### src/rtl/neighbor_sink_in_other_cluster_pkg.sv
// -----------------------------------------------------------------------------
// neighbor_sink_in_other_cluster_pkg
// Shared constants for the neighbor-sink scanner: data word width, the byte
// addresses of every table it touches in the shared word memory, the
// per-neighbor sinkIDs stride and the scanner FSM state encoding.
// -----------------------------------------------------------------------------
package neighbor_sink_in_other_cluster_pkg;

    localparam int WORD_WIDTH = 16;

    // Byte addresses; memory words sit on a stride of 2.
    localparam int FLAGS_ADDR            = 'h004;
    localparam int KNOWN_SINKS_ADDR      = 'h008;
    localparam int CLUSTER_ID_ADDR       = 'h0C8;
    localparam int SINK_IDS_ADDR         = 'h248;
    localparam int KNOWN_SINK_COUNT_ADDR = 'h688;
    localparam int NEIGHBOR_COUNT_ADDR   = 'h68A;
    localparam int SINK_ID_COUNT_ADDR    = 'h68E;

    // Byte distance between sinkIDs rows of consecutive neighbors.
    localparam int SINK_IDS_STRIDE       = 16;

    typedef enum logic [3:0] {
        S_IDLE,
        S_RD_KCNT,
        S_RD_NCNT,
        S_RD_CID,
        S_RD_SCNT,
        S_RD_SID,
        S_RD_KS,
        S_NEXT_NBR,
        S_WRITE,
        S_DONE
    } state_t;

endpackage

### src/rtl/neighbor_sink_in_other_cluster_if.sv
// -----------------------------------------------------------------------------
// neighbor_sink_in_other_cluster_if
// Shared word-memory port. The scanner is the master while busy.
//   address      : byte address (master -> memory)
//   wr_en        : write strobe (master -> memory)
//   mem_data_in  : write data   (master -> memory)
//   mem_data_out : read data, valid one cycle after address (memory -> master)
// -----------------------------------------------------------------------------
interface neighbor_sink_in_other_cluster_if #(
    parameter int ADDR_WIDTH = 11,
    parameter int WORD_WIDTH = 16
);
    logic [ADDR_WIDTH-1:0] address;
    logic                  wr_en;
    logic [WORD_WIDTH-1:0] mem_data_in;
    logic [WORD_WIDTH-1:0] mem_data_out;

    modport master (
        output address,
        output wr_en,
        output mem_data_in,
        input  mem_data_out
    );

    modport slave (
        input  address,
        input  wr_en,
        input  mem_data_in,
        output mem_data_out
    );
endinterface

### src/rtl/neighbor_sink_in_other_cluster.sv
// -----------------------------------------------------------------------------
// neighbor_sink_in_other_cluster
// Once the sink list is fixed, scans the neighbor table for any neighbor in a
// different cluster that advertises a sink also present in knownSinks. The
// result is latched in forAggregation2, written back to the flag word at 0x004,
// and completion is signalled on done_neighborSinkInOtherCluster.
//
// Ports:
//   clock                           : rising-edge clock
//   nrst                            : asynchronous active-low reset
//   en                              : start pulse
//   done_fixSinkList                : upstream completion, gates start
//   MY_CLUSTER_ID                   : this node's cluster ID
//   mem                             : shared memory port (master modport)
//   forAggregation2                 : result flag
//   done_neighborSinkInOtherCluster : completion
// -----------------------------------------------------------------------------
module neighbor_sink_in_other_cluster
    import neighbor_sink_in_other_cluster_pkg::*;
#(
    parameter int ADDR_WIDTH             = 11,
    parameter int MAX_NEIGHBORS          = 64,
    parameter int MAX_SINKS_PER_NEIGHBOR = 8,
    parameter int MAX_KNOWN_SINKS        = 16
) (
    input  logic                  clock,
    input  logic                  nrst,
    input  logic                  en,
    input  logic                  done_fixSinkList,
    input  logic [WORD_WIDTH-1:0] MY_CLUSTER_ID,
    neighbor_sink_in_other_cluster_if.master mem,
    output logic                  forAggregation2,
    output logic                  done_neighborSinkInOtherCluster
);

    localparam int NW = $clog2(MAX_NEIGHBORS + 1);
    localparam int SW = $clog2(MAX_SINKS_PER_NEIGHBOR + 1);
    localparam int KW = $clog2(MAX_KNOWN_SINKS + 1);

    // Counts read from memory are limited to the table depths.
    function automatic int clamp(input logic [WORD_WIDTH-1:0] v, input int max_v);
        if (int'(v) > max_v) return max_v;
        return int'(v);
    endfunction

    state_t                r_state, w_state_nxt;
    logic                  r_phase, w_phase_nxt;   // 0: address cycle, 1: capture cycle
    logic [NW-1:0]         r_i,     w_i_nxt;
    logic [SW-1:0]         r_j,     w_j_nxt;
    logic [KW-1:0]         r_k,     w_k_nxt;
    logic [NW-1:0]         r_ncnt,  w_ncnt_nxt;
    logic [SW-1:0]         r_scnt,  w_scnt_nxt;
    logic [KW-1:0]         r_kcnt,  w_kcnt_nxt;
    logic [WORD_WIDTH-1:0] r_sid,   w_sid_nxt;
    logic                  r_flag,  w_flag_nxt;

    int w_kc, w_nc, w_sc;

    always_ff @(posedge clock or negedge nrst) begin
        if (!nrst) begin
            r_state <= S_IDLE;
            r_phase <= 1'b0;
            r_i     <= '0;
            r_j     <= '0;
            r_k     <= '0;
            r_ncnt  <= '0;
            r_scnt  <= '0;
            r_kcnt  <= '0;
            r_sid   <= '0;
            r_flag  <= 1'b0;
        end else begin
            r_state <= w_state_nxt;
            r_phase <= w_phase_nxt;
            r_i     <= w_i_nxt;
            r_j     <= w_j_nxt;
            r_k     <= w_k_nxt;
            r_ncnt  <= w_ncnt_nxt;
            r_scnt  <= w_scnt_nxt;
            r_kcnt  <= w_kcnt_nxt;
            r_sid   <= w_sid_nxt;
            r_flag  <= w_flag_nxt;
        end
    end

    always_comb begin
        w_state_nxt = r_state;
        w_phase_nxt = 1'b0;
        w_i_nxt     = r_i;
        w_j_nxt     = r_j;
        w_k_nxt     = r_k;
        w_ncnt_nxt  = r_ncnt;
        w_scnt_nxt  = r_scnt;
        w_kcnt_nxt  = r_kcnt;
        w_sid_nxt   = r_sid;
        w_flag_nxt  = r_flag;
        w_kc        = clamp(mem.mem_data_out, MAX_KNOWN_SINKS);
        w_nc        = clamp(mem.mem_data_out, MAX_NEIGHBORS);
        w_sc        = clamp(mem.mem_data_out, MAX_SINKS_PER_NEIGHBOR);

        case (r_state)
            S_IDLE, S_DONE: begin
                if (en && done_fixSinkList) begin
                    w_state_nxt = S_RD_KCNT;
                    w_i_nxt     = '0;
                    w_j_nxt     = '0;
                    w_k_nxt     = '0;
                    w_ncnt_nxt  = '0;
                    w_scnt_nxt  = '0;
                    w_kcnt_nxt  = '0;
                    w_sid_nxt   = '0;
                    w_flag_nxt  = 1'b0;
                end
            end

            S_RD_KCNT: begin
                if (!r_phase) begin
                    w_phase_nxt = 1'b1;
                end else begin
                    w_kcnt_nxt  = KW'(w_kc);
                    w_state_nxt = (w_kc == 0) ? S_WRITE : S_RD_NCNT;
                end
            end

            S_RD_NCNT: begin
                if (!r_phase) begin
                    w_phase_nxt = 1'b1;
                end else begin
                    w_ncnt_nxt  = NW'(w_nc);
                    w_state_nxt = (w_nc == 0) ? S_WRITE : S_RD_CID;
                end
            end

            S_RD_CID: begin
                if (!r_phase) begin
                    w_phase_nxt = 1'b1;
                end else begin
                    // Neighbors in our own cluster are not aggregation candidates.
                    w_state_nxt = (mem.mem_data_out == MY_CLUSTER_ID) ? S_NEXT_NBR : S_RD_SCNT;
                end
            end

            S_RD_SCNT: begin
                if (!r_phase) begin
                    w_phase_nxt = 1'b1;
                end else begin
                    w_scnt_nxt = SW'(w_sc);
                    w_j_nxt    = '0;
                    w_state_nxt = (w_sc == 0) ? S_NEXT_NBR : S_RD_SID;
                end
            end

            S_RD_SID: begin
                if (!r_phase) begin
                    w_phase_nxt = 1'b1;
                end else begin
                    w_sid_nxt   = mem.mem_data_out;
                    w_k_nxt     = '0;
                    w_state_nxt = S_RD_KS;
                end
            end

            S_RD_KS: begin
                if (!r_phase) begin
                    w_phase_nxt = 1'b1;
                end else if (mem.mem_data_out == r_sid) begin
                    // First common sink is enough; skip the rest of the scan.
                    w_flag_nxt  = 1'b1;
                    w_state_nxt = S_WRITE;
                end else if (int'(r_k) + 1 < int'(r_kcnt)) begin
                    w_k_nxt = r_k + 1'b1;
                end else begin
                    w_k_nxt = '0;
                    if (int'(r_j) + 1 < int'(r_scnt)) begin
                        w_j_nxt     = r_j + 1'b1;
                        w_state_nxt = S_RD_SID;
                    end else begin
                        w_state_nxt = S_NEXT_NBR;
                    end
                end
            end

            S_NEXT_NBR: begin
                if (int'(r_i) + 1 >= int'(r_ncnt)) begin
                    w_state_nxt = S_WRITE;
                end else begin
                    w_i_nxt     = r_i + 1'b1;
                    w_j_nxt     = '0;
                    w_k_nxt     = '0;
                    w_state_nxt = S_RD_CID;
                end
            end

            S_WRITE: w_state_nxt = S_DONE;

            default: w_state_nxt = S_IDLE;
        endcase
    end

    // Address mux: held for both the address and capture cycle of each access.
    always_comb begin
        mem.address     = '0;
        mem.wr_en       = 1'b0;
        mem.mem_data_in = '0;
        case (r_state)
            S_RD_KCNT: mem.address = ADDR_WIDTH'(KNOWN_SINK_COUNT_ADDR);
            S_RD_NCNT: mem.address = ADDR_WIDTH'(NEIGHBOR_COUNT_ADDR);
            S_RD_CID:  mem.address = ADDR_WIDTH'(CLUSTER_ID_ADDR + 2 * int'(r_i));
            S_RD_SCNT: mem.address = ADDR_WIDTH'(SINK_ID_COUNT_ADDR + 2 * int'(r_i));
            S_RD_SID:  mem.address = ADDR_WIDTH'(SINK_IDS_ADDR + SINK_IDS_STRIDE * int'(r_i)
                                                 + 2 * int'(r_j));
            S_RD_KS:   mem.address = ADDR_WIDTH'(KNOWN_SINKS_ADDR + 2 * int'(r_k));
            S_WRITE: begin
                mem.address     = ADDR_WIDTH'(FLAGS_ADDR);
                mem.wr_en       = 1'b1;
                mem.mem_data_in = {{(WORD_WIDTH-1){1'b0}}, r_flag};
            end
            default: ;
        endcase
    end

    assign forAggregation2                 = r_flag;
    assign done_neighborSinkInOtherCluster = (r_state == S_DONE);

endmodule

### src/flat_wrapper.sv
// flat-port wrapper written by rule: the top's interface ports become plain ports
module neighbor_sink_in_other_cluster_flat import neighbor_sink_in_other_cluster_pkg::*;
#(
    parameter int ADDR_WIDTH             = 11,
    parameter int MAX_NEIGHBORS          = 64,
    parameter int MAX_SINKS_PER_NEIGHBOR = 8,
    parameter int MAX_KNOWN_SINKS        = 16
)
  (clock, nrst, en, done_fixSinkList, MY_CLUSTER_ID, forAggregation2, done_neighborSinkInOtherCluster, mem_address, mem_wr_en, mem_mem_data_in, mem_mem_data_out);
  neighbor_sink_in_other_cluster_if #(.ADDR_WIDTH(ADDR_WIDTH)) mem_i ();
  input  logic clock;
  input  logic nrst;
  input  logic en;
  input  logic done_fixSinkList;
  input  logic [WORD_WIDTH-1:0] MY_CLUSTER_ID;
  output logic forAggregation2;
  output logic done_neighborSinkInOtherCluster;
  output wire logic [$bits(mem_i.address)-1:0] mem_address;
  output wire logic [$bits(mem_i.wr_en)-1:0] mem_wr_en;
  output wire logic [$bits(mem_i.mem_data_in)-1:0] mem_mem_data_in;
  input wire logic [$bits(mem_i.mem_data_out)-1:0] mem_mem_data_out;
  assign mem_address = mem_i.address;
  assign mem_wr_en = mem_i.wr_en;
  assign mem_mem_data_in = mem_i.mem_data_in;
  assign mem_i.mem_data_out = mem_mem_data_out;
  neighbor_sink_in_other_cluster #(.ADDR_WIDTH(ADDR_WIDTH), .MAX_NEIGHBORS(MAX_NEIGHBORS), .MAX_SINKS_PER_NEIGHBOR(MAX_SINKS_PER_NEIGHBOR), .MAX_KNOWN_SINKS(MAX_KNOWN_SINKS)) u_core (.clock(clock), .nrst(nrst), .en(en), .done_fixSinkList(done_fixSinkList), .MY_CLUSTER_ID(MY_CLUSTER_ID), .mem(mem_i), .forAggregation2(forAggregation2), .done_neighborSinkInOtherCluster(done_neighborSinkInOtherCluster));
endmodule
### config.mk
export PLATFORM = sky130hd
export DESIGN_NAME = neighbor_sink_in_other_cluster_flat
export DESIGN_NICKNAME = d
export VERILOG_FILES = /design/src/rtl/neighbor_sink_in_other_cluster_pkg.sv /design/src/rtl/neighbor_sink_in_other_cluster_if.sv /design/src/rtl/neighbor_sink_in_other_cluster.sv /design/src/flat_wrapper.sv
export SDC_FILE = /design/constraint.sdc
export NUM_CORES = 1
export LEC_CHECK = 0
export BUFFER_PORTS_ARGS = -buffer_cell sky130_fd_sc_hd__clkbuf_2
export CORE_ASPECT_RATIO = 0.75
export CORE_MARGIN = 10
export CORE_UTILIZATION = 55
export DETAILED_ROUTE_END_ITERATION = 10
export GPL_ROUTABILITY_DRIVEN = 0
export MAX_ROUTING_LAYER = met4
export PLACE_DENSITY = 0.75
export SYNTH_ARGS = -nofsm -noshare
export SYNTH_HDL_FRONTEND = slang
export SYNTH_SLANG_ARGS = --single-unit
### constraint.sdc
create_clock -name clock -period 3.61 [get_ports clock]
set_clock_uncertainty 0.15 [all_clocks]
set_input_delay 0.1805 -clock clock [delete_from_list [all_inputs] [get_ports clock]]
set_output_delay 0.1805 -clock clock [all_outputs]
set_load 0.005 [all_outputs]
; ---- After elaboration in Yosys (flattened, before gate mapping)
; Cells that the tools add are included.
[totals]
register_bits = 54
inputBits = 36
wordCells = 136
[classes]
add_sub_neg = 11
magnitude_cmp = 6
eq_ne = 24
mux = 61
reduce_logical = 24
[op_table]
columns = op, n
row1 = $logic_not 32->1, 3
row2 = $mux 4, 21
row3 = $mux 16, 5
row4 = $pmux 11 s7, 1
row5 = $mux 5, 8
row6 = $pmux 4 s9, 1
row7 = $eq 16x16->1, 2
row8 = $ge 32x8->1, 1
row9 = $lt 32x5->1, 1
row10 = $lt 32x6->1, 1
row11 = $pmux 16 s2, 1
row12 = $mux 7, 4
row13 = $pmux 7 s2, 2
row14 = $pmux 5 s4, 1
row15 = $ne 2x1->1 const B, 9
row16 = $eq 4x3->1 const B, 4
row17 = $gt 16x4->1 const B, 1
row18 = $gt 16x5->1 const B, 1
row19 = $gt 16x7->1 const B, 1
row20 = $pmux 4 s4, 1
row21 = $reduce_and 8->1, 2
row22 = $reduce_and 3->1, 5
row23 = $reduce_bool 2->1, 6
row24 = $add 10x11->11 const A, 1
row25 = other kinds (27), 43

; ---- Logic depth before layout (Yosys ltp)
; Gate-level depths: netlist of run 1.
[logic_depth]
ltp_word = 7
depth_mapped = 12
ltp_nobuf = 10

; ---- Worst setup path before layout of run 1
; Ideal clock, no wire load.
[synth_timing]
kind = reg-to-reg
startpoint = register u_core.r_i[0]
endpoint = register u_core.r_j[0]
arrival_time_ns = 3.005
required_ns = 3.335
slack_ns = 0.330
stages_incl_launch_ff = 11
n_path_buf = 2
period_less_slack_ns = 3.280
path_cell_list = dfrtp_1 > clkbuf_1 > inv_1 > ha_1 > ha_1 > a2111o_1 > a211oi_4 > a2bb2oi_2 > or4b_1 > buf_2 > mux2_4
[synth_via]
elab_chain_cells = 4
[synth_lines]
columns = item, line
row1 = from (decl), neighbor_sink_in_other_cluster.sv:48  ; logic [NW-1:0] r_i, w_i_nxt;
row2 = from (signal assigned), neighbor_sink_in_other_cluster.sv:74  ; r_i <= w_i_nxt;
row3 = $add 7x1->8, neighbor_sink_in_other_cluster.sv:183  ; if (int'(r_i) + 1 >= int'(r_ncnt)) begin
row4 = $ge 32x8->1, neighbor_sink_in_other_cluster.sv:183
row5 = $ne 2x2->1 (no source line), n/a
row6 = $reduce_and 8->1 (no source line), n/a
row7 = to (signal assigned), neighbor_sink_in_other_cluster.sv:75  ; r_j <= w_j_nxt;
row8 = to (decl), neighbor_sink_in_other_cluster.sv:49  ; logic [SW-1:0] r_j, w_j_nxt;
; No other way between the ends.
; A chain may end at the register's enable or synchronous reset.

; ---- Worst setup path after layout of run 1
[layout_timing]
startpoint = register u_core.r_i[3]
endpoint = register u_core.r_j[0]
; Same word-level chain as after synthesis.

==> results of run 1 <==
## final timing paths
path                                endpoint  slack (ns)  cells past startpoint
max reg2reg                    u_core.r_j[0]        0.27                     10
min reg2reg                 u_core.r_ncnt[6]        0.35                      2
min                         u_core.r_sid[12]        0.02                      2
min in group asynchronous   u_core.r_sid[12]        0.43                      2
max in group asynchronous  u_core.r_state[3]        2.08                      3
max                            u_core.r_j[0]        0.27                     10
## per-layer routing
metal,vias up,track usage (%)
met3,22,4.112
met1,1759,26.86
met4,0,6.112
met5,-,-
met2,201,31.02
li1,1692,-
## power by group through the flow
stage	Combinational, W	Sequential [W]	Clock [W]
after CTS	0.00150	0.000955	0.000372
after floorplan	0.00117	0.000850	0
after global routing	0.00167	0.000985	0.000395
final	0.00153	0.000966	0.000366
after global placement	0.00145	0.000958	0
after detailed placement	0.00149	0.000966	0
## critical path, delay by kind of cell (launching register included)
family,cells,cell delay [ns]
simple gates,3,0.83
fa+ha+maj,2,0.61
compound gates,3,0.57
flops,1,0.48
mux,1,0.34
xor+xnor,1,0.24
## logic make-up after synthesis
kind of cell / synth area share [%]
fa+ha+maj: 7.246
flops: 33.16
other cells: 0.09202
xor+xnor: 10.96
compound gates: 23.15
simple gates: 15.32
mux: 2.180
buf+inv: 7.891
## repair_timing
item | 4_1_cts | 5_1_grt
endpoints found under the setup margin | 0 | 5
hold endpoints to repair | 39 | 0
gates resized for setup | 0 | 2
hold buffers | 1 | 0
## sequential cells by signal (all words and copies together), names as in the netlist
register	cells
u_core.r_sid	16
u_core.r_kcnt	5
u_core.r_phase	1
u_core.forAggregation2	1
u_core.r_state	4
u_core.r_i	7
u_core.r_ncnt	7
u_core.r_j	4
u_core.r_scnt	4
u_core.r_k	5
## cells in the final DEF, fill, tap and decap left out, drive strengths merged, types with 5 or more instances in the layout
master / n
nand2b: 7
a22o: 34
a21oi: 21
ha: 22
dfrtp: 54
o221ai: 5
inv: 25
a21o: 5
buf: 10
a31oi: 6
o21ai: 23
nor3: 15
xor2: 40
and3: 8
conb: 16
nor2: 20
xnor2: 11
clkbuf: 55
nand2: 32
nand3: 11
and2: 7
nor4: 9
## layout make-up
| cell class | count | share of cell area (%) |
|---|---|---|
| Multi-Input combinational cell | 350 | 55.23 |
| Sequential cell | 54 | 30.31 |
| Timing Repair Buffer | 60 | 7.401 |
| Tap cell | 101 | 2.832 |
| Inverter | 24 | 2.019 |
| Clock buffer | 6 | 1.850 |
| Clock inverter | 2 | 0.3645 |
## per-stage QoR
step                hold WS, ns  utilization, %  worst slack [ns]  power (W)
detailed placement       0.2528           59.85            0.2223   0.002456
global placement         0.2470           59.85            0.3886   0.002404
global route           0.008028           61.45            0.1061   0.003049
finish                  0.01620           61.45            0.2652   0.002866
CTS                     0.01374           61.34            0.1872   0.002826
floorplan               -0.2651               -            0.3303   0.002016
==> impl_metrics.csv, run 1 <==
group,metric,value,unit
status,status,"complete, no violations",
layout,final_area,0.004463,mm2
power,peakVddDrop,0.2725,mV
sta,tightest_slew,1.253,ns
power,p_comb_share,53.5,%
critical_path,crit_chain,"ha_1, nand4_1, xnor2_1, ha_1, a21oi_1, nand2_1, a211oi_4, a2bb2oi_2, or4b_1, mux2_4",
critical_path,cpMostUsedCell,"ha_1",
drt,met3_length,1.048,mm
sta,hold_violations,0,
power,p_per_area,642.1,mW/mm2
layout,drive_gt1_share,15.73,%
placed_design,dp.cells,588,
worst_hold_path,min_from,"mem_mem_data_out[12]",
yosys,synth-seq-cells,54,
power,clkPwrFrac,12.8,%
layout,nets,554,
worst_hold_path,hold_class,"in2reg",
yosys,netlist_area,0.004075,mm2
yosys,synth_top_area_share,33.16,%
layout,fill_cells,645,
sta,relSlewSlack,15.87,%
drt,wl_met2,5.199,mm
layout,num_antenna_cells,0,
critical_path,endpoint_kind,"register",
global_routing,grt_max_degree,41,
yosys,synth_ff_type,"dfrtp_1",
critical_path,cp_max_fo,9,
layout,finalNonFillerCells,597,
power,p_seq_share,33.7,%
clock_tree,cts_max_level,2,
sta,fin_tns_setup,0,ns
sta,fin_crit_sh,92.65,%
clock_tree,clockBufferDepth,2,
drt,wirelength_met1,4.934,mm
drt,wl_per_cell,18.99,um
floorplanning,die_x,119.4,um
global_routing,grt_pass1_wl,18.11,mm
yosys,syn_area_per_cell,8.898,um2
yosys,seq_area_frac_synth,33.16,%
clock_tree,cts_sinks,54,
critical_path,slowest_stage,"or4b_1",
layout,regArea,0.001353,mm2
sta,rsz0062_at_grt,"false",
floorplanning,dieArea,0.01129,mm2
critical_path,cp.arrival,3.40,ns
power,leakage,2.118,nW
global_routing,grt_pass1_vias,3609,
yosys,syn_inst,458,
critical_path,crit_type,"reg2reg",
sta,fmax,0.2990,GHz
clock_tree,path_clk_slew,0.10,ns
clock_tree,cts_buffers,5,
layout,multiInputGateArea,0.002465,mm2
floorplanning,coreArea,0.007263,mm2
yosys,yosysUniqueCellTypes,58,
power,swShare,45.73,%
power,internal_power,0.001555,W
clock_tree,clock-root-buffer,"clkbuf_8",
drt,vias,3674,
floorplanning,die_h,94.55,um
yosys,synth-edff-count,0,
critical_path,setup.worst_path.start,"u_core.r_i[3]",
critical_path,timing.rr.start,"u_core.r_i[3]",
drt,avgViaCountPerCell,6.154,
clock_tree,cts_tree,"built",
global_routing,grt_usage,20.35,%
placed_design,io_buffer_count,49,
floorplanning,placementRows,27,
yosys,async_reset_ff_share,100.0,%
global_routing,grt.overflow.total,0,
placed_design,dpl.hpwl,8.666,mm
placed_design,placed_cell_area,0.004347,mm2
flow_run,drv_cap,0,
sta,period_minus_slack,3.345,ns
clock_tree,clk_latency,0.32,ns
drt,dr.max_layer_used,"met4",
layout,area_delta_synth_final,9.518,%
drt,route.detailed.drc,0,
sta,finalSetupViolations,0,
drt,antenna_left,0,
global_routing,grt_antenna_before_repair,0,
critical_path,worstPathRequired,3.67,ns
yosys,yosys.cell_count.top_type,"dfrtp_1",
power,power.switching,0.001311,W
critical_path,max_stage_delay,0.58,ns
clock_tree,cts_setup_buffers,0,
sta,drv_slew,0,
yosys,yosys-top-cells-count,"dfrtp_1 (54), xor2_1 (40), a22o_1 (34), nand2_1 (32), clkbuf_1 (27)",
drt,drt_pass1_iterations,5,
yosys,synth_area_leader_cell,"dfrtp_1",
floorplanning,ios,66,
yosys,ys_warn_count,0,
floorplanning,start_util,56.11,%
critical_path,crit_path_start_kind,"register",
drt,drtIter0Drc,490,
drt,drt-total-wl,11.34,mm
yosys,yosys-top-cells-area,"dfrtp_1 (33%), xor2_1 (8.6%), a22o_1 (7.3%)",
Note: power is estimated with default switching activity, not from simulation.
==> run 2: changes to the inputs <==
--- a/config.mk
+++ b/config.mk
@@ -6,13 +6,13 @@
 export NUM_CORES = 1
 export LEC_CHECK = 0
 export BUFFER_PORTS_ARGS = -buffer_cell sky130_fd_sc_hd__clkbuf_2
-export CORE_ASPECT_RATIO = 0.75
 export CORE_MARGIN = 10
 export CORE_UTILIZATION = 55
 export DETAILED_ROUTE_END_ITERATION = 10
 export GPL_ROUTABILITY_DRIVEN = 0
 export MAX_ROUTING_LAYER = met4
 export PLACE_DENSITY = 0.75
+export SETUP_SLACK_MARGIN = 0.3
 export SYNTH_ARGS = -nofsm -noshare
 export SYNTH_HDL_FRONTEND = slang
 export SYNTH_SLANG_ARGS = --single-unit
==> impl_metrics.csv, run 2 (synthesis results as in run 1) <==
group,metric,value,unit
status,status,"complete, no violations",
sta,hold_violations,0,
placed_design,io_buffer_count,49,
floorplanning,ios,66,
critical_path,worstPathRequired,3.67,ns
floorplanning,die_h,106.1,um
layout,final_cell_mix,"dfrtp_1 (53), clkbuf_2 (49), xor2_1 (40)",
clock_tree,cts_max_level,2,
clock_tree,path_clk_slew,0.10,ns
drt,route.detailed.drc,0,
global_routing,grt.overflow.total,0,
sta,period_minus_slack,3.151,ns
sta,whs,0.02526,ns
layout,fill_cells,663,
drt,drt-total-wl,11.26,mm
layout,layout_commonest_cell,"dfrtp_1",
sta,tightest_slew,1.210,ns
power,peakVddDrop,0.3228,mV
worst_hold_path,min_from,"mem_mem_data_out[8]",
power,finalPower,0.002873,W
layout,largest_register_ffs,16,
critical_path,r2r-end,"u_core.r_j[0]",
clock_tree,clockBufferDepth,2,
global_routing,grt_usage,20.50,%
sta,fin_crit_sh,87.30,%
critical_path,timing.rr.start,"u_core.r_i[0]",
worst_hold_path,min_to,"u_core.r_sid[8]",
flow_run,drv_cap,0,
floorplanning,start_util,56.49,%
worst_hold_path,holdPathStages,2,
global_routing,grt_antenna_before_repair,0,
power,leakage,2.129,nW
critical_path,endpoint_kind,"register",
clock_tree,clock-root-buffer,"clkbuf_8",
drt,avgViaCountPerCell,6.242,
sta,fin_tns_setup,0,ns
layout,area_delta_synth_final,9.948,%
critical_path,cp.arrival,3.21,ns
sta,fmax,0.3173,GHz
placed_design,dpl.hpwl,8.719,mm
layout,num_antenna_cells,0,
critical_path,r2r_cells,10,
placed_design,dp.cells,586,
layout,nets,555,
critical_path,crit_type,"reg2reg",
floorplanning,placementRows,31,
global_routing,grt_max_degree,43,
layout,largest_register,"u_core.r_sid",
clock_tree,clk_latency,0.31,ns
sta,finalSetupViolations,0,
sta,drv_slew,0,
drt,antenna_left,0,
floorplanning,coreArea,0.007214,mm2
sta,rsz0062_at_grt,"false",
drt,vias,3720,
sta,relSlewSlack,18.80,%
global_routing,grt_pass1_wl,18.72,mm
layout,reg.largest.list,"u_core.r_sid: 16 flops, u_core.r_i: 7 flops, u_core.r_ncnt: 7 flops",
layout,fin_util,62.11,%
drt,drt_pass1_iterations,5,
critical_path,regToRegSetupSlack,0.46,ns
drt,wl_per_cell,18.89,um
critical_path,crit_path_start_kind,"register",
layout,drive_gt1_share,16.50,%
clock_tree,cts_buffers,5,
worst_hold_path,hold_class,"in2reg",
floorplanning,dieArea,0.01125,mm2
clock_tree,cts_tree,"built",
clock_tree,cts_sinks,54,
floorplanning,die_x,106.1,um
global_routing,grt_pass1_vias,3758,
critical_path,cp_max_fo,6,
power,p_per_area,641.1,mW/mm2
layout,finalNonFillerCells,596,
drt,drtIter0Drc,317,
==> run 2: what timing repair did <==
action | CTS | global route
hold endpoints to repair | 41 | 0
resized for setup | 0 | 7
setup buffers | 0 | 1
hold buffers | 1 | 0
setup endpoints to repair | 0 | 13
==> run 2: worst max-delay path by stage <==
stage,from,endpoint,cells past startpoint
detailed placement,u_core.r_i[0],u_core.r_j[0],10
floorplan,u_core.r_i[0],u_core.r_j[0],10
global placement,u_core.r_i[0],u_core.r_j[0],10
finish,u_core.r_i[0],u_core.r_j[0],10
global route,u_core.r_i[0],u_core.r_j[0],10
CTS,u_core.r_i[0],u_core.r_j[0],10
==> run 2: layout make-up <==
| class | count | area [um2] | area share (%) |
|---|---|---|---|
| timing repair buffer | 61 | 337.8 | 7.540 |
| clock inverter | 1 | 8.758 | 0.1955 |
| clock buffer | 7 | 86.33 | 1.927 |
| multi-input combinational | 350 | 2481 | 55.38 |
| tap | 99 | 123.9 | 2.765 |
| inverter | 24 | 90.09 | 2.011 |
| sequential | 54 | 1353 | 30.19 |
==> run 2: per-stage QoR <==
stage	cell area (um2)	worst slack (ns)
detailed placement	4344	0.3210
global route	4481	0.3181
CTS	4449	0.3050
global placement	4344	0.4711
floorplan	4131	0.3303
finish	4481	0.4585
==> run 2: routing by layer <==
layer	vias up	wire length [um]	part of all wire, %	global-route usage (%)
li1	1700	-	-	-
met5	-	0	0	-
met3	29	821	7.3	4.469
met2	169	5462	49	33.13
met1	1822	4730	42	24.84
met4	0	245	2.2	7.060
==> run 2: critical path, cell delays in order, from the launching register on <==
cell       delay, ns
dfrtp_2         0.43
ha_2            0.25
nand4_1         0.16
xnor2_2         0.18
ha_1            0.33
a21oi_1         0.18
nand2_1         0.11
a211oi_4        0.24
a2bb2oi_2       0.18
or4b_4          0.53
mux2_4          0.31
==> run 2: power by group <==
| part | internal [W] | switching (W) | total, W |
|---|---|---|---|
| clock | 0.000159 | 0.000209 | 0.000368 |
| combinational | 0.000666 | 0.000893 | 0.00156 |
| sequential | 0.000753 | 0.000193 | 0.000945 |
| total | 0.00158 | 0.00129 | 0.00287 |
==> run 3: changes to the inputs <==
--- a/config.mk
+++ b/config.mk
@@ -10,7 +10,6 @@
 export CORE_UTILIZATION = 55
 export DETAILED_ROUTE_END_ITERATION = 10
 export GPL_ROUTABILITY_DRIVEN = 0
-export MAX_ROUTING_LAYER = met4
 export PLACE_DENSITY = 0.75
 export SETUP_SLACK_MARGIN = 0.3
 export SYNTH_ARGS = -nofsm -noshare
==> impl_metrics.csv, run 3 (synthesis results as in run 1) <==
group,metric,value,unit
status,status,"complete, no violations",
power,p_per_area,639.2,mW/mm2
clock_tree,cts_sinks,54,
layout,nets,555,
drt,vias,3704,
critical_path,endpoint_kind,"register",
drt,route.detailed.drc,0,
critical_path,worstPathRequired,3.67,ns
worst_hold_path,hold_class,"in2reg",
floorplanning,placementRows,31,
global_routing,grt_pass1_vias,3764,
floorplanning,start_util,56.49,%
power,p_seq_share,32.9,%
layout,layout_commonest_cell,"dfrtp_1",
clock_tree,clk_latency,0.31,ns
sta,rsz0062_at_grt,"false",
power,finalPower,0.002864,W
floorplanning,die_x,106.1,um
clock_tree,clock-root-buffer,"clkbuf_8",
global_routing,grt_usage,19.91,%
drt,drt-total-wl,11.23,mm
critical_path,crit_type,"reg2reg",
sta,hold_violations,0,
clock_tree,path_clk_slew,0.10,ns
critical_path,regToRegSetupSlack,0.48,ns
sta,fin_tns_setup,0,ns
placed_design,dp_slack,0.3210,ns
drt,antenna_left,0,
sta,period_minus_slack,3.133,ns
power,clkPwrFrac,12.8,%
drt,drt_pass1_iterations,5,
layout,reg.largest.list,"u_core.r_sid: 16 flops, u_core.r_i: 7 flops, u_core.r_ncnt: 7 flops",
critical_path,cp.arrival,3.19,ns
global_routing,grt_antenna_before_repair,0,
global_routing,grt.overflow.total,0,
floorplanning,dieArea,0.01125,mm2
layout,num_antenna_cells,0,
power,peakVddDrop,0.3224,mV
layout,largest_register_ffs,16,
critical_path,r2r_cells,10,
floorplanning,ios,66,
power,power.switching,0.001286,W
floorplanning,die_h,106.1,um
drt,wl_per_cell,18.83,um
sta,finalSetupViolations,0,
sta,drv_slew,0,
drt,avgViaCountPerCell,6.215,
power,swShare,44.92,%
sta,fin_crit_sh,86.78,%
global_routing,grt_max_degree,43,
drt,drtIter0Drc,337,
flow_run,drv_cap,0,
global_routing,grt_pass1_wl,18.71,mm
layout,area_delta_synth_final,9.948,%
clock_tree,cts_tree,"built",
sta,worst_slack,0.4772,ns
clock_tree,cts_max_level,2,
placed_design,dpl.hpwl,8.719,mm
power,leakage,2.129,nW
power,p_comb_share,54.3,%
placed_design,dp.cells,586,
clock_tree,clockBufferDepth,2,
layout,finalNonFillerCells,596,
floorplanning,coreArea,0.007214,mm2
power,internal_power,0.001578,W
placed_design,io_buffer_count,49,
layout,drive_gt1_share,16.50,%
layout,final_cell_mix,"dfrtp_1 (53), clkbuf_2 (49), xor2_1 (40)",
sta,fmax,0.3192,GHz
layout,largest_register,"u_core.r_sid",
sta,relSlewSlack,19.70,%
sta,tightest_slew,1.196,ns
clock_tree,cts_buffers,5,
worst_hold_path,holdPathStages,2,
critical_path,crit_path_start_kind,"register",
critical_path,cp_max_fo,6,
run 3: per-layer routing:
metal | GRT usage [%] | part of all wire, % | up-vias
li1 | - | - | 1697
met1 | 24.76 | 41 | 1811
met2 | 33.13 | 49 | 164
met3 | 4.529 | 7.5 | 32
met4 | 7.060 | 2.5 | 0
met5 | 0 | 0 | -
run 3: worst max-delay path, stage by stage (launching register included):
cell and delay, ns:
dfrtp_2 0.43, ha_2 0.25, nand4_1 0.16, xnor2_2 0.18, ha_1 0.33, a21oi_1 0.18
nand2_1 0.11, a211oi_4 0.23, a2bb2oi_2 0.17, or4b_4 0.53, mux2_4 0.31
run 3: power groups by stage:
stage	clock [W]	sequential, W	combinational, W
after floorplan	0	0.000850	0.00117
after global placement	0	0.000940	0.00147
after detailed placement	0	0.000948	0.00151
after CTS	0.000372	0.000938	0.00152
after global routing	0.000395	0.000965	0.00171
final	0.000367	0.000943	0.00155
run 3: metrics by stage:
step / hold WS (ns) / area, um2 / util [%]
4_1_cts: 0.02431 / 4449 / 61.67
3_3_place_gp: 0.2742 / 4344 / 60.22
6_report: 0.03139 / 4481 / 62.11
2_1_floorplan: -0.2651 / 4131 / -
5_1_grt: 0.03304 / 4481 / 62.11
3_5_place_dp: 0.2816 / 4344 / 60.22
run 3: timing repair:
action	CTS	global route
buffers inserted	0	1
hold buffers	1	0
gates resized for setup	0	7
hold endpoints to repair	41	0
setup endpoints to repair	0	13
run 3: worst paths after layout:
path	startpoint	to
setup / recovery	u_core.r_i[0]	u_core.r_j[0]
hold / removal	mem_mem_data_out[8]	u_core.r_sid[8]
setup reg to reg	u_core.r_i[0]	u_core.r_j[0]
hold reg to reg	u_core.r_scnt[3]	u_core.r_scnt[3]
max in group asynchronous	nrst	u_core.r_i[0]
min in group asynchronous	nrst	u_core.r_sid[7]
run 3: final cells by class:
| cell class | count | area (um2) |
|---|---|---|
| fill | 663 | 2734 |
| multi-input combinational | 350 | 2481 |
| sequential | 54 | 1353 |
| timing repair buffer | 61 | 337.8 |
| tap | 99 | 123.9 |
| inverter | 24 | 90.09 |
| clock buffer | 7 | 86.33 |
| clock inverter | 1 | 8.758 |
